## src/rtl/fetch_unit.sv

```systemverilog
// Instruction fetch stage: one outstanding I-mem request, IF/ID pipeline register, and
// branch-delay-slot aware redirect handling.
module fetch_unit #(
    parameter logic [31:0] RESET_PC = 32'hBFC00000
) (
    input  logic        CLOCK,
    input  logic        RESET,
    input  logic        Stall_IN,
    input  logic [31:0] AltPC_IN,
    input  logic        AltPCEnable_IN,
    output logic        IMemReqValid_OUT,
    output logic [31:0] IMemAddr_OUT,
    input  logic        IMemReqReady_IN,
    input  logic        IMemRespValid_IN,
    input  logic [31:0] IMemRespData_IN,
    output logic [31:0] Instruction_OUT,
    output logic [31:0] InstructionAddressPlus4_OUT,
    output logic        Valid_OUT
);

    typedef enum logic [1:0] {StReq, StWait, StHold} fetchState_t;

    fetchState_t state;
    logic [31:0] pc;
    logic [31:0] reqAddr;
    logic [31:0] holdReg;
    logic [31:0] redirTarget;
    logic        redirPending;
    logic        redirTaken;
    logic        slotIssued;

    logic        accept;
    logic        redirEvent;
    logic        canLoad;
    logic        loadResp;
    logic        loadHold;
    logic [31:0] altPcAligned;
    logic [31:0] reqAddrPlus4;

    // Request is gated by RESET so nothing is issued while reset is being sampled.
    assign IMemReqValid_OUT = RESET && (state == StReq);
    assign IMemAddr_OUT     = pc;

    assign accept       = IMemReqValid_OUT && IMemReqReady_IN;
    assign redirEvent   = Valid_OUT && AltPCEnable_IN && !redirTaken;
    assign canLoad      = !Valid_OUT || !Stall_IN;
    assign loadResp     = (state == StWait) && IMemRespValid_IN && canLoad;
    assign loadHold     = (state == StHold) && !Stall_IN;
    assign altPcAligned = {AltPC_IN[31:2], 2'b00};
    assign reqAddrPlus4 = reqAddr + 32'd4;

    always_ff @(posedge CLOCK) begin
        if (!RESET) begin
            state                       <= StReq;
            pc                          <= RESET_PC;
            reqAddr                     <= 32'd0;
            holdReg                     <= 32'd0;
            redirTarget                 <= 32'd0;
            redirPending                <= 1'b0;
            redirTaken                  <= 1'b0;
            slotIssued                  <= 1'b0;
            Instruction_OUT             <= 32'd0;
            InstructionAddressPlus4_OUT <= 32'd0;
            Valid_OUT                   <= 1'b0;
        end else begin
            unique case (state)
                StReq: begin
                    if (accept) begin
                        reqAddr <= pc;
                        state   <= StWait;
                    end
                end
                StWait: begin
                    if (IMemRespValid_IN) begin
                        if (canLoad) begin
                            state <= StReq;
                        end else begin
                            holdReg <= IMemRespData_IN;
                            state   <= StHold;
                        end
                    end
                end
                StHold: begin
                    if (!Stall_IN) begin
                        state <= StReq;
                    end
                end
                default: state <= StReq;
            endcase

            // IF/ID register: load, bubble on a free-running cycle, hold when stalled.
            if (loadResp) begin
                Instruction_OUT             <= IMemRespData_IN;
                InstructionAddressPlus4_OUT <= reqAddrPlus4;
                Valid_OUT                   <= 1'b1;
            end else if (loadHold) begin
                Instruction_OUT             <= holdReg;
                InstructionAddressPlus4_OUT <= reqAddrPlus4;
                Valid_OUT                   <= 1'b1;
            end else if (!Stall_IN) begin
                Instruction_OUT             <= 32'd0;
                InstructionAddressPlus4_OUT <= 32'd0;
                Valid_OUT                   <= 1'b0;
            end

            // A redirect seen before the delay slot is requested is parked until that
            // request is accepted, so the slot is still fetched from the sequential PC.
            if (accept) begin
                if (redirEvent) begin
                    pc <= altPcAligned;
                end else if (redirPending) begin
                    pc           <= redirTarget;
                    redirPending <= 1'b0;
                end else begin
                    pc <= pc + 32'd4;
                end
            end else if (redirEvent) begin
                if (slotIssued) begin
                    pc <= altPcAligned;
                end else begin
                    redirPending <= 1'b1;
                    redirTarget  <= altPcAligned;
                end
            end

            if (accept) begin
                slotIssued <= 1'b1;
            end else if (loadResp || loadHold) begin
                slotIssued <= 1'b0;
            end

            // A fresh IF/ID occupant may redirect again, so the load wins over the event.
            if (loadResp || loadHold) begin
                redirTaken <= 1'b0;
            end else if (redirEvent) begin
                redirTaken <= 1'b1;
            end
        end
    end

endmodule

```

## config.mk

```make
export PLATFORM = sky130hd
export DESIGN_NAME = fetch_unit
export DESIGN_NICKNAME = d
export VERILOG_FILES = /design/src/rtl/fetch_unit.sv
export SDC_FILE = /design/constraint.sdc
export NUM_CORES = 1
export LEC_CHECK = 0
export BUFFER_PORTS_ARGS = -buffer_cell sky130_fd_sc_hd__buf_2
export CAP_MARGIN = 10
export CELL_PAD_IN_SITES_DETAIL_PLACEMENT = 0
export CELL_PAD_IN_SITES_GLOBAL_PLACEMENT = 1
export CORE_UTILIZATION = 36
export DETAILED_ROUTE_END_ITERATION = 10
export HOLD_SLACK_MARGIN = 0.05
export PLACE_DENSITY_LB_ADDON = 0.1
export SLEW_MARGIN = 30
export SYNTH_ARGS = -nofsm -noshare
export SYNTH_HDL_FRONTEND = slang
export SYNTH_SLANG_ARGS = --single-unit
```

## constraint.sdc

```tcl
create_clock -name CLOCK -period 1.65 [get_ports CLOCK]
set_input_delay 0 -clock CLOCK [delete_from_list [all_inputs] [get_ports CLOCK]]
set_output_delay 0 -clock CLOCK [all_outputs]
set_load 0.1 [all_outputs]
```

# After elaboration in Yosys (flattened, before gate mapping)
# Cells that the tools add are included.
[totals]
reg_bits = 196
inputBits = 70
out_inout_bits = 98
elab_cells = 72
[classes]
reduce_logical = 23
add_sub_neg = 2
bitwise_logic = 4
n_mux = 24
n_eq_ne = 8
[ops]
columns = ["cell", "n"]
rows = [
  ["2-to-1 mux 32 bit", 10],
  ["adder 32 x 3 -> 32 bit (second input constant)", 2],
  ["AND reduction 3 bit", 4],
  ["2-to-1 mux 1 bit", 9],
  ["2-to-1 mux 2 bit", 4],
  ["inequality test 2 bit (second input constant)", 4],
  ["logical AND 1 bit", 7],
  ["case mux 2 bit (3 select lines)", 1],
  ["nonzero test 2 bit", 3],
  ["NOT 1 bit", 4],
  ["AND reduction 2 bit", 2],
  ["logical NOT 1 bit", 3],
  ["inequality test 3 x 1 -> 1 bit (second input constant)", 1],
  ["== test 2 x 1 -> 1 bit (second input constant)", 1],
  ["== test 2 bit (second input constant)", 1],
  ["logical NOT 2 bit", 1],
  ["logical OR 1 bit", 2],
  ["inequality test 2 x 1 -> 1 bit (second input constant)", 1],
  ["OR reduction 2 bit", 1],
]

# Logic depth before layout (Yosys ltp)
# Gate-level depths: netlist of run 1.
[logic_depth]
word_depth = 6
mapped_depth = 8
depth_no_buf = 6

# Least setup slack after synthesis of run 1
# No wires, ideal clock.
[synth_timing]
path_type = "reg2reg"
from = "reg pc[2], in the netlist IMemAddr_OUT[2]"
to = "reg pc[26], in the netlist IMemAddr_OUT[26]"
path_buffers = 0
stages_incl_launch_ff = 7
setup_ns = 0.132
slack_ns = -0.909
period_less_slack_ns = 2.559
t_arrival_ns = 2.427
t_required_ns = 1.518
cell_sequence = "dfxtp_1 -> ha_1 -> nand4_1 -> nor4_4 -> nor3b_2 -> mux2i_1 -> nand3_1"
[synth_via]
elab_chain_len = 4
[synth_rtl]
columns = ["element", "line", "text"]
rows = [
  ["from (decl)", "24", "logic [31:0] pc;"],
  ["from (signal assigned)", "110", "pc <= altPcAligned;"],
  ["from (signal assigned)", "112", "pc <= redirTarget;"],
  ["from (signal assigned)", "115", "pc <= pc + 32'd4;"],
  ["adder 32 x 3 -> 32 bit", "115", ""],
  ["2-to-1 mux 32 bit", "111", "end else if (redirPending) begin"],
  ["2-to-1 mux 32 bit", "109", "if (redirEvent) begin"],
  ["2-to-1 mux 32 bit", "108", "if (accept) begin"],
]
# Every way passes these cells.
# A chain may end at the register's enable or synchronous reset.

# Worst setup path after layout of run 1
[layout_timing]
from = "reg state[0]"
to = "reg pc[24], in the netlist IMemAddr_OUT[24]"
[layout_via]
elab_chain_len = 5
elab_cells_between_ends = 7
classes_between = "mux: 1; reduce/logical: 6"
[layout_rtl]
columns = ["element", "line", "text"]
rows = [
  ["from (decl)", "23", "fetchState_t state;"],
  ["from (signal assigned)", "54", "state <= StReq;"],
  ["from (signal assigned)", "70", "state <= StWait;"],
  ["from (signal assigned)", "76", "state <= StReq;"],
  ["logical NOT 2 bit *", "41", "assign IMemReqValid_OUT = RESET && (state == StReq);"],
  ["logical AND 1 bit *", "41", ""],
  ["logical AND 1 bit *", "44", "assign accept = IMemReqValid_OUT && IMemReqReady_IN;"],
  ["nonzero test 2 bit (no line)", "--", ""],
  ["AND reduction 2 bit (no line)", "--", ""],
]
# Every way passes the cells marked *; elsewhere a longest branch is shown, timed or not.

==> results, run 1 <==
- The clock net in this run drives a total of 190 sinks.
- The count of vias placed by the detailed router is 8651.
- Synthesis produced a netlist whose cell count is 1092.
- The first-pass GRT wire length is 43.5 mm.
- The critical path in this run is classified as register to register.
- The filler cells instantiated in the layout total 2358.
- Dividing total power by cell area gives a power density of 905 mW/mm^2.
- Summed over all nets, the half-perimeter wirelength after detailed placement is 19.1 mm.
- The multiplexer area fraction after synthesis is 0.00384.
- At the worst endpoint, the required time is 1940 ps.
- The detailed router used layers up to and including met4.
- Of the total synthesized cell area, the portion taken by AND, OR, NAND and NOR gates is 0.254.
- In the synthesized netlist, the cells that appear most often are sky130_fd_sc_hd__nand2_1 (304), sky130_fd_sc_hd__dfxtp_1 (190), sky130_fd_sc_hd__a21oi_1 (133), sky130_fd_sc_hd__nand3_1 (58), sky130_fd_sc_hd__clkbuf_1 (56).
- STA puts the critical path data arrival time at 1930 ps.
- Compared with the post-synthesis result, the final layout area differs by 41.5%.
- A synthesized cell averages 7.77 sq um.
- The worst hold path terminates at redirTarget[6]$_SDFFE_PN0P_.
- The endpoint of the worst register-to-register path is IMemAddr_OUT[24]$_SDFFE_PN1P_.
- The setup clock skew after layout is 16.0 ps.
- The worst setup path is launched from a register.
- The clock tree from TritonCTS is built.
- Setup repair after global routing could not meet its margin everywhere.
- The sequential share of the synthesized area is 0.449.
- The die covers 0.0242 sq mm.
- For this configuration, the core starts out at a cell density of 0.371.
- The worst-case IR drop observed on VDD is 0.638 mV.
- The top cell type's share of synthesized area is 0.449.
- The number of global-route vias before repair is 8067.
- The first detailed-routing pass took 5 iterations.
- The worst hold path startpoint is RESET.
- Dividing the final minimum period by the clock period gives 0.994.
- The area fraction in compound gates after synthesis is 0.202.
- The depth of the most critical reg-to-reg path is 6.
- In this run the number of H-tree levels came out at 4.
- The number of max-cap violations is 0.
- The placed instances occupy a cell area of 0.0104 sq mm.
- The cell depth of the worst hold path is 3.
- The path class of the tightest hold or removal check is primary input to register.
- The number of distinct standard cells referenced by the synthesized netlist is 67.
- In the post-synthesis netlist, the biggest area contributors are sky130_fd_sc_hd__dfxtp_1 (45%), sky130_fd_sc_hd__nand2_1 (13%), sky130_fd_sc_hd__a21oi_1 (7.8%).
- The cell at the root of the clock tree is sky130_fd_sc_hd__clkbuf_16.
- The proportion of layout cells with a drive suffix above 1 is 0.284.
- The static leakage is 4.62 nW.
- The largest total area in the synthesized netlist belongs to sky130_fd_sc_hd__dfxtp_1.
- The core box area is 0.0228 sq mm.
- The initial antenna violation count is 0.
- By area, the combinational part of the netlist is dominated by simple AND/OR/NAND/NOR gates.
- The total track usage is 0.229.
- The worst-margin pin slew is 525 ps.
- Global routing finished with a remaining overflow of 0.
- The overall routed net length is 27.5 mm.
- The main flop type after synthesis is sky130_fd_sc_hd__dfxtp_1.
- The setup check on the worst reg-to-reg path leaves a slack of 10 ps.
- The post-route total power is 10.9 mW.
- The total I/O pin count is 168.
- The share of synthesized cell area in full adder, half adder and majority cells is 0.00295.
- The total routed wire length on the met1 layer is 13.3 mm.
- The count of nets left with antenna violations once routing finished came out at 0.
- Summing every instance area after synthesis gives 0.00848 sq mm.
- The start of the worst register-to-register path is state[0]$_SDFFE_PN0P_.
- The worst setup path is captured at a register.
- Yosys printed 0 warnings.
- The clock edge transition at the registers on the reported setup and hold paths is 80 ps.
- The wire length on met2 is 12.5 mm.
- The count of inserted antenna diode cells is 0.
- In this run the tightest slew margin relative to its limit is 0.652.
- The fraction of registers with async set or reset after synthesis is 0.
- For this run, the top clock speed supported by timing is 0.610 GHz.
- The number of enable flip-flop cells after synthesis is 0.
- The post-synthesis register bit count is 190.
- Entering global routing, the biggest net connects 53 pins.
- Dividing the detail-routed via count by the number of cells gives 5.11.
- The leading cell type by number of instances after synthesis is sky130_fd_sc_hd__nand2_1.
- The count of input and output buffers is 161.
- The die is 155 um tall.
- The xor/xnor share of the synthesized area is 0.0423.
- The total met3 wirelength after detailed routing is 1.44 mm.
- The floorplan has 55 rows.
- Setup violations remaining at the end of the flow were counted as 0.
- The count of final max-slew check failures is 0.
- The layout net count is 1440.
- The number of remaining DRC errors is 0.
- Clock latency on the worst-skew pair, taken at its later pin, is 430 ps.
- The final hold violation count is 0.
- The horizontal die dimension is 155 um.
- The maximum net fanout on the critical path is 9.
- The global placer's final weighted congestion is 0.852.
- The final design area excluding fillers is 0.0120 sq mm.
- The flow ran to the end, and the final reports show no timing, DRC or antenna violations.
- In this run, CTS created clock tree buffers numbering 17.
- The routed design could run at a clock period as short as 1640 ps.
- The average wire per standard cell is 16.2 um.
- The largest buffer count on any clock path is 2.
- The first routing iteration left 561 violations.
==> layer usage <==
layer | GRT usage | vias to the layer above
li1 | - | 4347
met1 | 0.324 | 4068
met2 | 0.358 | 220
met3 | 0.0432 | 16
met4 | 0.0518 | 0
met5 | 0 | -
==> critical path, stage by stage (launching register included) <==
cell and delay, ps:
sky130_fd_sc_hd__dfxtp_1 340, sky130_fd_sc_hd__and4bb_2 250, sky130_fd_sc_hd__buf_12 150, sky130_fd_sc_hd__nand2_4 90, sky130_fd_sc_hd__nor2_2 100, sky130_fd_sc_hd__a221oi_2 390
sky130_fd_sc_hd__o311ai_1 170
==> per-stage QoR <==
stage / setup TNS [ps] / setup slack [ps] / hold slack (ps) / util / instances
after floorplan: -1240 / -224 / 99.0 / - / 1095
after global placement: -441 / -168 / 230 / 0.456 / 1591
after detailed placement: -617 / -224 / 227 / 0.456 / 1591
after CTS: -122 / -32.8 / 107 / 0.514 / 1690
after global routing: -258 / -92.7 / 138 / 0.525 / 1694
final: 0 / 10.6 / 135 / 0.525 / 1694
==> cells by family after synthesis <==
logic type	Yosys count
AOI/OAI and AO/OA	291
xor gates and xnor gates	41
adders and majority gates	2
buffers and inverters	91
DFF	190
muxes	3
other	1
and+or+nand+nor	473
==> flip-flops by register name, summed over array words and instances, names as in the netlist <==
register / count
IMemAddr_OUT: 30
InstructionAddressPlus4_OUT: 30
Instruction_OUT: 32
Valid_OUT: 1
holdReg: 32
redirPending: 1
redirTaken: 1
redirTarget: 30
reqAddr: 30
slotIssued: 1
state: 2
==> power by group <==
group	switching, mW	total (mW)	internal [mW]	leakage [nW]
Combinational	1.23	1.79	0.559	2.77
Sequential	0.129	4.83	4.70	1.55
Clock	1.96	4.24	2.28	0.295
==> cell usage in the layout (no fill, tap or decap), types with 5 or more instances in the layout <==
cell type,count
sky130_fd_sc_hd__buf_4,94
sky130_fd_sc_hd__nand2b_1,6
sky130_fd_sc_hd__nand4_1,19
sky130_fd_sc_hd__dlygate4sd3_1,66
sky130_fd_sc_hd__buf_2,161
sky130_fd_sc_hd__inv_6,5
sky130_fd_sc_hd__o211ai_1,5
sky130_fd_sc_hd__a21oi_1,131
sky130_fd_sc_hd__dfxtp_2,11
sky130_fd_sc_hd__inv_1,5
sky130_fd_sc_hd__nor4_1,5
sky130_fd_sc_hd__a21o_1,7
sky130_fd_sc_hd__and3_1,10
sky130_fd_sc_hd__nand3_1,55
sky130_fd_sc_hd__dfxtp_1,156
sky130_fd_sc_hd__nor2_1,25
sky130_fd_sc_hd__dfxtp_4,23
sky130_fd_sc_hd__o21ai_1,33
sky130_fd_sc_hd__buf_12,14
sky130_fd_sc_hd__and4_1,7
sky130_fd_sc_hd__a22oi_1,7
sky130_fd_sc_hd__xnor2_1,16
sky130_fd_sc_hd__a31oi_1,39
sky130_fd_sc_hd__xor2_1,23
sky130_fd_sc_hd__and2_1,6
sky130_fd_sc_hd__clkbuf_16,18
sky130_fd_sc_hd__o21ai_0,25
sky130_fd_sc_hd__nand2_1,301
==> timing repair <==
action	CTS	global route
setup endpoints to repair	9	33
hold endpoints to repair	123	0
buffers inserted	1	4
gates cloned	0	0
pin swaps	3	7
gates resized for setup	7	45
hold buffers	66	0
==> layout make-up <==
cell class	count	area [sq um]	area share
Clock buffer	19	464	0.0387
Sequential cell	190	3900	0.325
Inverter	6	25.0	0.00209
Timing Repair Buffer	339	2500	0.208
Clock inverter	13	144	0.0120
Tap cell	313	392	0.0326
Multi-Input combinational cell	814	4570	0.381
==> worst max-delay path by stage <==
stage / startpoint / to / slack (ps) / cells after the start
floorplan: IMemAddr_OUT[2]$_SDFFE_PN0P_ / IMemAddr_OUT[26]$_SDFFE_PN1P_ / -220 / 6
global placement: redirTaken$_SDFFE_PP0N_ / IMemAddr_OUT[24]$_SDFFE_PN1P_ / -170 / 5
detailed placement: state[1]$_SDFFE_PN0P_ / IMemAddr_OUT[24]$_SDFFE_PN1P_ / -220 / 6
CTS: state[1]$_SDFFE_PN0P_ / IMemAddr_OUT[27]$_SDFFE_PN1P_ / -30 / 6
global route: IMemAddr_OUT[2]$_SDFFE_PN0P_ / IMemAddr_OUT[26]$_SDFFE_PN1P_ / -90 / 7
finish: state[0]$_SDFFE_PN0P_ / IMemAddr_OUT[24]$_SDFFE_PN1P_ / 10 / 6
Power figures use the tool's default switching activity.
==> run 2: changes to the inputs <==
- PLACE_DENSITY_LB_ADDON: 0.1 -> 0.3
==> run 2 against run 1 <==
Critical path depth fell by 1. Highest routed layer unchanged. Fmax rose by 1.4%. Clock power fell by 3%. Critical path type unchanged.
==> results, run 2 (same netlist as run 1, synthesis figures left out) <==
- The flow ran to the end, and the final reports show no timing, DRC or antenna violations.
- The count of filler cells inserted in the layout is 2294.
- In the global route stage, overall resource usage came out at 0.229.
- The setup clock skew after layout is 13.0 ps.
- The final hold violation count is 0.
- Counting every sink on the clock net gives 190.
- In the final layout, the multi-input gates occupy 0.00453 sq mm.
- The largest buffer count on any clock path is 2.
- The first global-routing pass estimated 43.7 mm of wire.
- In the layout the commonest cells are sky130_fd_sc_hd__nand2_1 (304), sky130_fd_sc_hd__buf_2 (160), sky130_fd_sc_hd__dfxtp_1 (158), sky130_fd_sc_hd__a21oi_1 (131), sky130_fd_sc_hd__buf_4 (79).
- After the last flow step, the layout net total stands at 1426.
- In the final layout, the registers with the most flip-flops are Instruction_OUT x32, holdReg x32.
- Registers take 0.00390 sq mm.
- The critical path class is register to register.
- Counting cells, the worst reg-to-reg path comes to 5.
- The endpoint kind of the worst setup timing path is a register.
- The vertical die dimension is 155 um.
- The cell at the root of the clock tree is sky130_fd_sc_hd__clkbuf_16.
- The worst setup path is launched from a register.
- Before CTS, the worst setup slack after placement is -69.8 ps.
- In this run the tightest slew margin relative to its limit is 0.654.
- The maximum number of pins on one net before global-route repair is 38.
- For met1 alone, demand over resource in global routing was 0.330.
- The count of input and output buffers is 161.
- The library cell used most frequently in the layout, excluding fill and tap cells, is sky130_fd_sc_hd__nand2_1.
- The most heavily used metal layer in global routing is met2.
- VDD sags by at most 0.500 mV.
- The clock edge transition at the registers on the reported setup and hold paths is 70 ps.
- The analysis attributes to cell leakage a power of 4.54 nW.
- TritonCTS built the clock tree.
- The number of remaining DRC errors is 0.
- In this run the worst hold path is classified as primary input to register.
- The first TritonRoute pass finished after 7 iterations.
- The met3 usage in global routing is 0.0429.
- Based on the critical path, the design can be clocked at up to 0.619 GHz.
- The remaining number of nets flagged by the antenna check after routing is 0.
- The maximum net fanout on the critical path is 7.
- The clock latency of the later-clocked register in the worst-skew pair is 440 ps.
- The post-layout utilization of the core is 0.518.
- The cell depth of the worst hold path is 3.
- After floorplanning, the core was divided into 55 placement rows.
- The count of final max-slew check failures is 0.
- Pin placement for this block handled 168 I/O pins.
- For this run, global-route usage on met2 was measured as 0.348.
- The total area inside the core boundary comes to 0.0228 sq mm.
- The detailed router placed 8575 vias in this run.
- The detailed router finished its first iteration with 677 violations.
- The proportion of layout cells with a drive suffix above 1 is 0.274.
- The die footprint is 0.0242 sq mm.
- The minimum clock period is 1620 ps.
- The detailed placement HPWL is 18.7 mm.
- Summed over all layers, the routed wires come to 27.3 mm.
- The count of final setup violators is 0.
- The worst path setup slack after routing is 33.2 ps.
- The H-tree was split into 4 levels.
- The critical path data arrival time is 1920 ps.
- In the final routed layout, each cell accounts on average for 16.2 um.
- For this configuration, the core starts out at a cell density of 0.371.
- The number of global-route vias before repair is 8184.
- The worst-margin pin slew is 523 ps.
- The synthesis-to-finish area growth is 39.5%.
- Max-cap violations in this run came to 0.
- Dividing the detail-routed via count by the number of cells gives 5.10.
- The number of clock buffers added by TritonCTS is 17.
- In the finished design, the share of the clock period the worst path needs comes to 0.980.
- The congestion estimate from routability-driven global placement came to 0.912.
- The remaining global-route overflow is 0.
- The initial antenna violation count was 1.
- Setup repair after global routing could not meet its margin everywhere.
- In this run the power density over the cells is 904 mW/mm^2.
- The floorplan step set the die width to 155 um.
- For the worst setup path, the data required time is 1950 ps.
[run 2: changes by cell type in the layout (fill, tap and decap cells not counted), sizes merged]
cell	delta
buf	-16
clkinvlp	+1
diode	+1
inv	+1
[run 2: per-layer routing]
metal,routed length (um),vias up
met5,0,-
met4,291,0
met3,1540,24
met2,12200,247
met1,13200,3975
li1,-,4329
[run 2: worst paths after layout]
path | start | to | slack (ps)
setup / recovery | IMemAddr_OUT[10]$_SDFFE_PN0P_ | IMemAddr_OUT[26]$_SDFFE_PN1P_ | 30
hold / removal | RESET | IMemAddr_OUT[23]$_SDFFE_PN1P_ | 100
setup reg to reg | IMemAddr_OUT[10]$_SDFFE_PN0P_ | IMemAddr_OUT[26]$_SDFFE_PN1P_ | 30
hold reg to reg | InstructionAddressPlus4_OUT[27]$_SDFFE_PN0P_ | InstructionAddressPlus4_OUT[27]$_SDFFE_PN0P_ | 440
[run 2: worst max-delay path, cell delays in order, from the launching register on]
cell	delay [ps]
sky130_fd_sc_hd__dfxtp_4	410
sky130_fd_sc_hd__nand4_4	190
sky130_fd_sc_hd__nor4_4	340
sky130_fd_sc_hd__nor3b_4	250
sky130_fd_sc_hd__mux2i_1	200
sky130_fd_sc_hd__nand3_1	90
[run 2: what timing repair did]
| action | 4_1_cts | 5_1_grt |
|---|---|---|
| pin swaps | 2 | 12 |
| endpoints found under the setup margin | 10 | 41 |
| hold buffers | 66 | 0 |
| cloned | 0 | 1 |
| gates resized for setup | 1 | 47 |
| setup buffers | 1 | 6 |
| hold endpoints to repair | 126 | 0 |
[run 2: layout make-up]
class / instances / share of cell area
multi-input combinational: 814 / 0.383
sequential: 190 / 0.330
timing repair buffer: 325 / 0.203
clock buffer: 17 / 0.0360
tap: 313 / 0.0331
clock inverter: 15 / 0.0127
inverter: 6 / 0.00212
antenna: 1 / 0.000212
[run 2: power breakdown]
group / total, mW / leakage [nW] / internal (mW) / switching, mW
clock: 4.11 / 0.279 / 2.14 / 1.97
combinational: 1.72 / 2.71 / 0.532 / 1.19
sequential: 4.86 / 1.55 / 4.70 / 0.160
total: 10.7 / 4.54 / 7.37 / 3.32
[run 2: per-stage QoR]
step                instances  area (sq um)  TNS (ps)  power, mW  hold WS (ps)
global placement         1574         10300         0       6.50           238
CTS                      1673         11500      -168       10.7          71.4
floorplan                1095          8640     -1240       6.01          99.0
finish                   1681         11800         0       10.7          99.5
detailed placement       1574         10300      -272       6.51           233
global route             1681         11800      -280       11.1           107
